==> src/rtl/wb_stage.sv <==
// wb_stage: MEM->WB stage register, waits for late load data, optional sub-word load alignment/extension (WB_LOAD_EXT_EN).
// Latency: one edge from MEM capture to rf write; a load commits in the cycle dm_rvalid is high.
// Backpressure: wb_stall is combinational and stays high while a held load has no dm_rvalid.
module wb_stage #(
    parameter int DATA_BITS = 32,
    parameter int REG_BITS  = 5
) (
    input  logic                 clk,
    input  logic                 rst,
    input  logic                 mem_valid,
    input  logic [DATA_BITS-1:0] rd_data,
    input  logic [REG_BITS-1:0]  rd_addr,
    input  logic                 reg_wr,
    input  logic                 dm2reg,
    input  logic [2:0]           ld_funct3,
    input  logic [1:0]           ld_addr_lo,
    input  logic [DATA_BITS-1:0] dm_out,
    input  logic                 dm_rvalid,
    input  logic                 wb_flush,
    output logic                 rf_we,
    output logic [REG_BITS-1:0]  rf_waddr,
    output logic [DATA_BITS-1:0] rf_wdata,
    output logic                 wb_stall
);

    typedef enum logic [1:0] {
        EMPTY   = 2'd0,
        HOLD    = 2'd1,
        WAIT_DM = 2'd2
    } state_t;

    state_t                 state;
    state_t                 state_nxt;
    logic [DATA_BITS-1:0]   q_rd_data;
    logic [REG_BITS-1:0]    q_rd_addr;
    logic                   q_reg_wr;
    logic                   q_dm2reg;
    logic [DATA_BITS-1:0]   ld_data;
    logic                   capture;

    assign capture = !wb_stall && mem_valid && !wb_flush;

    always_ff @(posedge clk or posedge rst) begin
        if (rst) begin
            state <= EMPTY;
        end else begin
            state <= state_nxt;
        end
    end

    always_comb begin
        state_nxt = state;
        if (!wb_stall) begin
            if (capture) begin
                state_nxt = dm2reg ? WAIT_DM : HOLD;
            end else begin
                state_nxt = EMPTY;
            end
        end
    end

    always_ff @(posedge clk or posedge rst) begin
        if (rst) begin
            q_rd_data <= '0;
            q_rd_addr <= '0;
            q_reg_wr  <= 1'b0;
            q_dm2reg  <= 1'b0;
        end else if (capture) begin
            q_rd_data <= rd_data;
            q_rd_addr <= rd_addr;
            q_reg_wr  <= reg_wr;
            q_dm2reg  <= dm2reg;
        end
    end

`ifdef WB_LOAD_EXT_EN
    logic [2:0]  q_funct3;
    logic [1:0]  q_addr_lo;
    logic [7:0]  ld_byte;
    logic [15:0] ld_half;

    always_ff @(posedge clk or posedge rst) begin
        if (rst) begin
            q_funct3  <= 3'b000;
            q_addr_lo <= 2'b00;
        end else if (capture) begin
            q_funct3  <= ld_funct3;
            q_addr_lo <= ld_addr_lo;
        end
    end

    // Halfword select uses only addr bit 1; misaligned bit 0 is ignored.
    always_comb begin
        ld_byte = dm_out[{q_addr_lo, 3'b000} +: 8];
        ld_half = q_addr_lo[1] ? dm_out[31:16] : dm_out[15:0];
        case (q_funct3)
            3'b000:  ld_data = {{(DATA_BITS-8){ld_byte[7]}}, ld_byte};
            3'b100:  ld_data = {{(DATA_BITS-8){1'b0}}, ld_byte};
            3'b001:  ld_data = {{(DATA_BITS-16){ld_half[15]}}, ld_half};
            3'b101:  ld_data = {{(DATA_BITS-16){1'b0}}, ld_half};
            default: ld_data = dm_out;
        endcase
    end
`else
    // MEM stage already extended the data; load-type inputs are deliberately dropped.
    logic unused_ld_info;
    assign unused_ld_info = ^{ld_funct3, ld_addr_lo};
    assign ld_data        = dm_out;
`endif

    always_comb begin
        wb_stall = (state == WAIT_DM) && !dm_rvalid;
        rf_we    = q_reg_wr && (q_rd_addr != '0) &&
                   ((state == HOLD) || ((state == WAIT_DM) && dm_rvalid));
        rf_waddr = q_rd_addr;
        rf_wdata = q_dm2reg ? ld_data : q_rd_data;
    end

endmodule
==> config.mk <==
export PLATFORM = sky130hd
export DESIGN_NAME = wb_stage
export DESIGN_NICKNAME = d
export VERILOG_FILES = /design/src/rtl/wb_stage.sv
export SDC_FILE = /design/constraint.sdc
export NUM_CORES = 1
export LEC_CHECK = 0
export ABC_AREA = 1
export CAP_MARGIN = 20
export CORE_ASPECT_RATIO = 1.75
export CORE_MARGIN = 2
export CORE_UTILIZATION = 39
export DETAILED_ROUTE_END_ITERATION = 16
export PLACE_DENSITY = 0.88
export REMOVE_ABC_BUFFERS = 1
export SYNTH_ARGS = -nofsm -noshare
export SYNTH_HDL_FRONTEND = slang
export SYNTH_SLANG_ARGS = --single-unit
export TNS_END_PERCENT = 30
==> constraint.sdc <==
create_clock -name clk -period 1.7 [get_ports clk]
set_clock_uncertainty 0.1 [all_clocks]
set_input_delay 0.34 -clock clk [delete_from_list [all_inputs] [get_ports clk]]
set_output_delay 0.34 -clock clk [all_outputs]
set_load 0.01 [all_outputs]
==> results of run 1 <==
## worst max-delay path: stages, from the launching register on
cell and delay [ns]:
dfrtp_2 0.43, buf_6 0.13, buf_6 0.13, buf_16 0.13
mux2_4 0.30, buf_6 0.12
## repair_timing
| action | 4_1_cts | 5_1_grt |
|---|---|---|
| pin swaps | 0 | 0 |
| endpoints found under the setup margin | 74 | 76 |
| hold buffers | 0 | 0 |
| endpoints found under the hold margin | 0 | 0 |
| gates resized for setup | 174 | 14 |
| setup buffers | 3 | 0 |
| gates cloned | 3 | 0 |
## power groups by stage
| stage | clock, mW | combinational (mW) | sequential [mW] |
|---|---|---|---|
| after detailed placement | 0 | 1.18 | 1.22 |
| after global routing | 0.668 | 1.46 | 1.22 |
| after CTS | 0.619 | 1.34 | 1.20 |
| after global placement | 0 | 1.14 | 1.22 |
| after floorplan | 0 | 0.520 | 1.24 |
| final | 0.603 | 1.36 | 1.20 |
## layout by cell type, fill, tap and decap left out
master,n
nand2_1,83
clkdlybuf4s50_1,77
dfrtp_1,40
buf_6,34
nand3_1,32
mux2_4,29
nand3_2,9
buf_12,6
nor2_1,5
clkbuf_8,5
inv_1,4
buf_4,4
mux2_2,3
clkbuf_1,3
dlymetal6s2s_1,3
buf_8,3
buf_16,2
buf_2,2
inv_2,1
nor2_4,1
nand2_4,1
clkinv_1,1
bufbuf_16,1
dfrtp_2,1
## cell type report
type,instances,area (sq um),area share
Clock buffer,8,80.1,0.0212
Inverter,6,22.5,0.00596
Multi-Input combinational cell,163,1070,0.284
Sequential cell,41,1030,0.272
Tap cell,76,95.1,0.0251
Timing Repair Buffer,132,1480,0.392
## worst paths after layout
path / cells after the start / endpoint / slack [ns] / from
setup / recovery: 5 / rf_wdata[9] / -0.26 / q_dm2reg
hold / removal: 3 / rf_waddr[0] / 0.32 / rst
setup reg to reg: 8 / q_rd_data[21] / 0.24 / state[0]
hold reg to reg: 2 / q_rd_data[27] / 0.38 / q_rd_data[27]
max in group asynchronous: 3 / q_dm2reg / 0.98 / rst
min in group clk: 2 / q_rd_data[27] / 0.38 / q_rd_data[27]
## Yosys cell counts
cell | number | area, sq um
buf_2 | 8 | 40.0
buf_4 | 3 | 22.5
buf_6 | 4 | 45.0
buf_8 | 1 | 15.0
dfrtp_1 | 41 | 1030
inv_1 | 5 | 18.8
inv_2 | 1 | 3.75
mux2_2 | 3 | 33.8
mux2_4 | 29 | 435
nand2_1 | 83 | 312
nand2_2 | 1 | 6.26
nand3_1 | 32 | 160
nand3_2 | 9 | 90.1
nor2_1 | 5 | 18.8
nor2_4 | 1 | 11.3
## metrics by stage
step                TNS (ns)  hold slack, ns  utilization  instance area, sq um  cells
global route           -7.55           0.333        0.682                  3780    426
CTS                    -6.57           0.319        0.673                  3730    426
global placement      -21.11           0.354        0.631                  3490    412
finish                 -6.18           0.316        0.682                  3780    426
floorplan             -20.50           0.306            -                  2120    210
detailed placement    -23.46           0.360        0.631                  3490    412
## metal layers
layer / wire length [microns] / GRT usage
met4: 136 / 0.0668
met2: 3870 / 0.411
met3: 258 / 0.0261
met5: 0 / 0
met1: 2160 / 0.231
## registers in the layout (all words and copies together) (netlist names)
signal,count
q_reg_wr,1
q_rd_data,32
q_dm2reg,1
rf_waddr,5
state,2
## cells by family (layout without fill, tap and decap cells)
group                  Yosys count  after routing  share of synthesized area
flip-flops                      41             41                      0.458
buffers and inverters           22            146                     0.0648
multiplexers                    32             32                      0.210
AND/OR/NAND/NOR                131            131                      0.267
==> out/qor.yml, run 1 <==
outcome: "finished, violations left"
failed_checks: "negative setup slack"
antenna_found_initial: 0
min_path_type: "primary input to async pin"
max_cap_violations: 0
fin_crit_sh: 1.15
worstPathArrival_ns: 1.52
route.vias.total: 2048
final_layout_size_suffix_gt1_frac: 0.291
tritoncts: "done"
critPathKind: "flop to output port"
grt_usage: 0.217
dp_slack_ns: -0.422
hold_viol: 0
setup_slack_ns: -0.260
yosysUniqueCellTypes: 15
globalRouteOverflowTotal: 0
max_freq_mhz: 510
root_buffer: "clkbuf_8"
slew_headroom: 0.852
crit_required_ns: 1.26
dieArea_sq_um: 6390
fin_total_pwr_mw: 3.16
place_hpwl_microns: 4580
wl_per_cell_microns: 15.1
swShare: 0.281
fillerInstances: 435
leakage_nw: 1.89
critPathMaxFanout: 5
insertion_delay_ns: 0.28
tightestPinTransition_ns: 0.223
syn_inst: 226
clk_pin_slew_ns: 0.07
via_per_inst: 4.81
cp-end-kind: "output port"
drt_wl_total_microns: 6430
gp_congestion: 0.725
synth_area_sq_um: 2240
cts_htree_levels: 2
drv_slew: 0
combPwrFrac: 0.429
irDropWorstVdd_v: 0.000629
syn_area_per_cell_sq_um: 9.90
powerDensity_nw_per_um2: 837
intPower_mw: 2.28
drcViolationCount: 0
area_delta_synth_final_pct: 68.9
grt_pass1_vias: 2207
power.switching_mw: 0.888
pin_count: 120
diodes: 0
nets: 430
fin_crit_ns: 1.96
drt_first_iter_violations: 80
start_kind: "flop"
rsz0062_at_grt: "true"
die_x_microns: 61.3
start_util: 0.404
grt_pass1_wl_microns: 10500
ys_seq_area_frac: 0.458
drtAntennaViolNets: 0
synth-seq-cells: 41
p_seq_frac: 0.380
dieHeight_microns: 104
finalSetupViolations: 32
cts.sinks: 41
port_buffers: 114
rows: 36
core_sq_um: 5540
grt_max_degree: 42
clkPwrFrac: 0.191
yosys_warnings: 0
cts_max_path_buffers: 2
numCtsBuffers: 5
dr.pass1.iters: 4
Note: power is estimated with default switching activity, not from simulation.
==> run 2: changes to the inputs <==
--- a/config.mk
+++ b/config.mk
@@ -9,9 +9,9 @@
 export CAP_MARGIN = 20
 export CORE_ASPECT_RATIO = 1.75
 export CORE_MARGIN = 2
-export CORE_UTILIZATION = 39
+export CORE_UTILIZATION = 35
 export DETAILED_ROUTE_END_ITERATION = 16
-export PLACE_DENSITY = 0.88
+export PLACE_DENSITY = 0.82
 export REMOVE_ABC_BUFFERS = 1
 export SYNTH_ARGS = -nofsm -noshare
 export SYNTH_HDL_FRONTEND = slang
==> constraint.sdc (replaced) <==
create_clock -name clk -period 1.8 [get_ports clk]
set_clock_uncertainty 0.1 [all_clocks]
set_input_delay 0.36 -clock clk [delete_from_list [all_inputs] [get_ports clk]]
set_output_delay 0.36 -clock clk [all_outputs]
set_load 0.01 [all_outputs]
==> run 2 against run 1 <==
- the flow still finishes with violations (negative setup slack)
- register-to-register slack improved by 0.06 ns
- sequential power decreased by 4%
- final cell count decreased by 0.23%
- first-iteration DRC count decreased by 15%
- global-route usage decreased by 3.4 points
- core utilization decreased by 8.7 points
- worst setup slack improved by 0.19 ns
- sequential share of layout area increased by 0.76 points
- final area decreased by 2.7%
- power decreased by 5.5%
- critical endpoint is now rf_wdata[8]
- clock power increased by 9.1%
==> out/qor.yml, run 2 (same netlist as run 1, synthesis figures left out) <==
die_x_microns: 64.5  # +5.2%
wl_per_cell_microns: 15.1  # about the same
start_util: 0.362  # -0.0419
core_sq_um: 6180  # +12%
setup_slack_ns: -0.0735  # +0.186 ns
numCtsBuffers: 5  # unchanged
combPwrFrac: 0.396  # -0.033
final_cell_mix: "nand2_1, clkdlybuf4s50_1, dfrtp_1, buf_6"
gp_congestion: 0.743  # +2.5%
cp-end-kind: "output port"
clk_pin_slew_ns: 0.08  # about the same
irDropWorstVdd_v: 0.000650  # +3.4%
slew_headroom: 0.839  # -0.0130
worstPathArrival_ns: 1.41  # -0.11 ns
pin_count: 120  # unchanged
power.switching_mw: 0.841  # -5.4%
final_common_cell: "nand2_1"
place_hpwl_microns: 4600  # +0.45%
regMostFlops: "q_rd_data"
crit_slowest_cell: "dfrtp_2"
fin_crit_sh: 1.04
outcome: "finished, violations left"
clkPwrFrac: 0.220  # +0.029
root_buffer: "clkbuf_8"
grt_pass1_wl_microns: 9940  # -4.9%
drt_wl_total_microns: 6410  # -0.31%
crit_top_cell: "buf_6"
cts_htree_levels: 2  # unchanged
grt_max_degree: 42  # unchanged
cts_max_path_buffers: 2  # unchanged
dieArea_sq_um: 7080  # +11%
insertion_delay_ns: 0.28  # about the same
drtAntennaViolNets: 0  # unchanged
via_per_inst: 4.70  # -2.2%
start_kind: "flop"
rows: 38  # +5.6%
grt_usage: 0.183  # -0.0343
antenna_found_initial: 0  # unchanged
leakage_nw: 1.82  # -3.6%
grt_pass1_vias: 2007  # -9.1%
critPathMaxFanout: 8  # +3
finalSetupViolations: 32  # unchanged
nets: 425  # -1.2%
max_freq_mhz: 534
setup_tns_ns: -1.61  # +4.57 ns
drv_slew: 0  # unchanged
area_delta_synth_final_pct: 64.3
slowest_delay_ns: 0.48  # +0.05 ns
dp_slack_ns: -0.324  # +0.0980 ns
dr.pass1.iters: 4  # unchanged
tightestPinTransition_ns: 0.242  # +0.0195 ns
p_seq_frac: 0.384  # +0.004
crit_required_ns: 1.34  # +0.08 ns
path_cells: "buf_6, mux2_4, buf_6"
powerDensity_nw_per_um2: 813  # -2.9%
critPathKind: "flop to output port"
cts.sinks: 41  # unchanged
hold_viol: 0  # unchanged
crit_family: "flip-flops"
drcViolationCount: 0  # unchanged
max_cap_violations: 0  # unchanged
min_path_type: "primary input to async pin"
drt_first_iter_violations: 68  # -15%
failed_checks: "negative setup slack"
final_layout_size_suffix_gt1_frac: 0.290  # -0.00157
tritoncts: "done"
fin_crit_ns: 1.87
path_buf_inv: 2  # -2
globalRouteOverflowTotal: 0  # unchanged
dieHeight_microns: 110  # +5.3%
route.vias.total: 1999  # -2.4%
swShare: 0.281  # +0.000455
intPower_mw: 2.15  # -5.6%
port_buffers: 114  # unchanged
rsz0062_at_grt: "true"
largest_reg_flops: 32  # unchanged
fillerInstances: 516  # +19%
diodes: 0  # unchanged
[run 2: power by group through the flow]
stage	Combinational, mW	Clock [mW]	Sequential [mW]
final	1.18	0.658	1.15
after global routing	1.27	0.703	1.16
after CTS	1.21	0.684	1.15
after detailed placement	1.11	0	1.16
after global placement	1.08	0	1.15
after floorplan	0.491	0	1.17
[run 2: metal layers]
metal / track usage / up-vias / share of wire
li1: - / 968 / -
met1: 0.208 / 939 / 0.36
met2: 0.341 / 79 / 0.58
met3: 0.0235 / 13 / 0.046
met4: 0.0745 / 0 / 0.023
met5: 0 / - / 0
[run 2: worst paths after layout]
check                        startpoint  slack [ns]  depth (start not counted)            end
setup / recovery               q_dm2reg       -0.07                          3    rf_wdata[8]
hold / removal                      rst        0.34                          3  q_rd_data[10]
setup reg to reg               state[1]        0.30                          5       q_dm2reg
hold reg to reg            q_rd_data[4]        0.37                          2   q_rd_data[4]
max in group asynchronous           rst        1.05                          3       q_dm2reg
min in group clk           q_rd_data[4]        0.37                          2   q_rd_data[4]
[run 2: tightest hold or removal path, delay by kind of cell]
kind     cells  cell delay (ns)
buf+inv      3             0.74
[run 2: final cells by class]
cell class,instances,area (sq um),area share
Tap cell,80,100,0.0272
Clock buffer,7,96.3,0.0262
Inverter,6,22.5,0.00612
Multi-Input combinational cell,163,1080,0.294
Clock inverter,1,5.00,0.00136
Sequential cell,41,1030,0.279
Timing Repair Buffer,127,1350,0.366
[run 2: per-stage QoR]
stage	hold WS [ns]	instance area, sq um	cells	power (mW)	util
6_report	0.339	3680	425	2.99	0.595
5_1_grt	0.362	3680	425	3.14	0.595
4_1_cts	0.339	3690	425	3.04	0.597
3_5_place_dp	0.359	3480	414	2.27	0.564
3_3_place_gp	0.353	3480	414	2.24	0.564
2_1_floorplan	0.326	2120	210	1.66	-
[run 2: repair_timing]
action,in CTS,in global routing
resized for setup,164,10
hold endpoints to repair,0,0
setup buffers,1,2
hold buffers,0,0
endpoints found under the setup margin,34,33
pin swaps,0,0
cloned,2,1
==> run 3: changes to the inputs <==
--- a/config.mk
+++ b/config.mk
@@ -8,9 +8,9 @@
 export ABC_AREA = 1
 export CAP_MARGIN = 20
 export CORE_ASPECT_RATIO = 1.75
-export CORE_MARGIN = 2
 export CORE_UTILIZATION = 35
 export DETAILED_ROUTE_END_ITERATION = 16
+export MAX_ROUTING_LAYER = met4
 export PLACE_DENSITY = 0.82
 export REMOVE_ABC_BUFFERS = 1
 export SYNTH_ARGS = -nofsm -noshare
==> run 3 against run 2 <==
- the run still ends with negative setup slack left
- flip-flop and latch count unchanged
- wire length is 3.6% lower
- final area increased by 0.34%
- largest power group unchanged
==> out/qor.yml, run 3 (same netlist as run 1, synthesis figures left out) <==
hold_viol: 0  # unchanged
max_freq_mhz: 524  # -1.8%
drtAntennaViolNets: 0  # unchanged
grt_pass1_wl_microns: 10000  # +1.1%
fin_area_sq_um: 3690  # +0.34%
failed_checks: "negative setup slack"
fillerInstances: 536  # +3.9%
crit_top_cell: "buf_6"
crit_slowest_cell: "dfrtp_2"
antenna_found_initial: 0  # unchanged
dieHeight_microns: 108  # -1.8%
leakage_nw: 1.83  # +0.67%
ctsHoldBuffers: 0  # unchanged
finalSetupViolations: 32  # unchanged
wl_per_cell_microns: 14.5  # -3.6%
drv_slew: 0  # unchanged
cp-end-kind: "output port"
numCtsBuffers: 5  # unchanged
fin_crit_ns: 1.91  # +0.0348 ns
diodes: 0  # unchanged
cts.sinks: 41  # unchanged
gp_congestion: 0.801  # +7.7%
final_cell_mix: "nand2_1, clkdlybuf4s50_1, dfrtp_1, buf_6"
rows: 38  # unchanged
globalRouteOverflowTotal: 0  # unchanged
grt_max_degree: 30  # -29%
route.vias.total: 1989  # -0.50%
pin_count: 120  # unchanged
min_path_type: "primary input to async pin"
powerDensity_nw_per_um2: 837  # +2.9%
setup_slack_ns: -0.108  # -0.0348 ns
path_cells: "buf_12, buf_6, mux2_4, buf_6"
fin_crit_sh: 1.06  # +0.0193
multi_input_area_sq_um: 1080  # -0.23%
final_common_cell: "nand2_1"
largest_reg_flops: 32  # unchanged
cts_max_path_buffers: 2  # unchanged
critPathMaxFanout: 7  # -1
core_sq_um: 6180  # unchanged
worstPathArrival_ns: 1.45  # +0.04 ns
drt_first_iter_violations: 86  # +26%
drt_wl_total_microns: 6180  # -3.6%
clk_pin_slew_ns: 0.08  # about the same
start_util: 0.362  # unchanged
crit_required_ns: 1.34  # about the same
max_cap_violations: 0  # unchanged
grt_usage: 0.201  # +0.0177
regMostFlops: "q_rd_data"
critPathKind: "flop to output port"
rsz0062_at_grt: "true"
dieArea_sq_um: 6730  # -4.9%
via_per_inst: 4.68  # -0.50%
drcViolationCount: 0  # unchanged
slew_headroom: 0.792  # -0.0470
port_buffers: 114  # unchanged
tightestPinTransition_ns: 0.312  # +0.0700 ns
start_kind: "flop"
fin_total_pwr_mw: 3.09  # +3.3%
final_layout_size_suffix_gt1_frac: 0.290  # unchanged
outcome: "finished, violations left"
area_delta_synth_final_pct: 64.9
cts_htree_levels: 2  # unchanged
irDropWorstVdd_v: 0.000572  # -12%
place_area_sq_um: 3500  # +0.36%
utilization: 0.597  # +0.00202
die_x_microns: 62.5  # -3.1%
place_hpwl_microns: 4520  # -1.7%
nets: 425  # unchanged
grt_pass1_vias: 2151  # +7.2%
slowest_delay_ns: 0.47  # about the same
dr.pass1.iters: 4  # unchanged
seq_area_sq_um: 1030  # unchanged
tritoncts: "done"
insertion_delay_ns: 0.29  # about the same
root_buffer: "clkbuf_8"
-- run 3: timing repair --
item / in CTS / in global routing
endpoints found under the hold margin: 0 / 0
gates resized for setup: 170 / 3
cloned: 2 / 0
buffers inserted: 3 / 0
pin swaps: 0 / 0
setup endpoints to repair: 34 / 34
-- run 3: layer usage --
metal | vias to the layer above | wire length [microns] | track usage
met5 | - | 0 | -
met4 | 0 | 204 | 0.115
met3 | 16 | 240 | 0.0275
met2 | 83 | 3460 | 0.369
met1 | 925 | 2270 | 0.199
li1 | 965 | - | -
-- run 3: cell type report --
cell class                 instances  area share
timing repair buffer             127       0.364
multi-input combinational        163       0.292
sequential                        41       0.278
tap                               80      0.0271
clock buffer                       6      0.0224
clock inverter                     2      0.0102
inverter                           6     0.00610
-- run 3: through the flow --
step	worst slack, ns	setup TNS (ns)	hold WS (ns)	instances
floorplan	-0.411	-13.94	0.326	210
global placement	-0.307	-10.64	0.354	414
detailed placement	-0.311	-11.79	0.359	414
CTS	-0.150	-2.61	0.240	427
global route	-0.152	-2.19	0.257	425
finish	-0.108	-0.601	0.236	425
-- run 3: worst max-delay path, delay by kind of cell (launching register included) --
kind                   cells  cell delay (ns)
multiplexers               1             0.29
flip-flops                 1             0.47
buffers and inverters      3             0.40
-- run 3: path summary, 6_finish.rpt --
path | depth (start not counted) | startpoint | slack (ns) | endpoint
min in group clk | 2 | q_rd_data[5] | 0.37 | q_rd_data[5]
setup / recovery | 4 | q_dm2reg | -0.11 | rf_wdata[29]
hold reg to reg | 2 | q_rd_data[5] | 0.37 | q_rd_data[5]
hold / removal | 2 | rst | 0.24 | q_rd_data[2]
setup reg to reg | 5 | state[1] | 0.28 | q_rd_data[7]
max in group asynchronous | 3 | rst | 0.90 | q_dm2reg
-- run 3: where the power goes --
group          switching, mW  total (mW)  internal (mW)
Clock                  0.321       0.772          0.451
Sequential            0.0876        1.14           1.05
Combinational          0.433        1.18          0.744
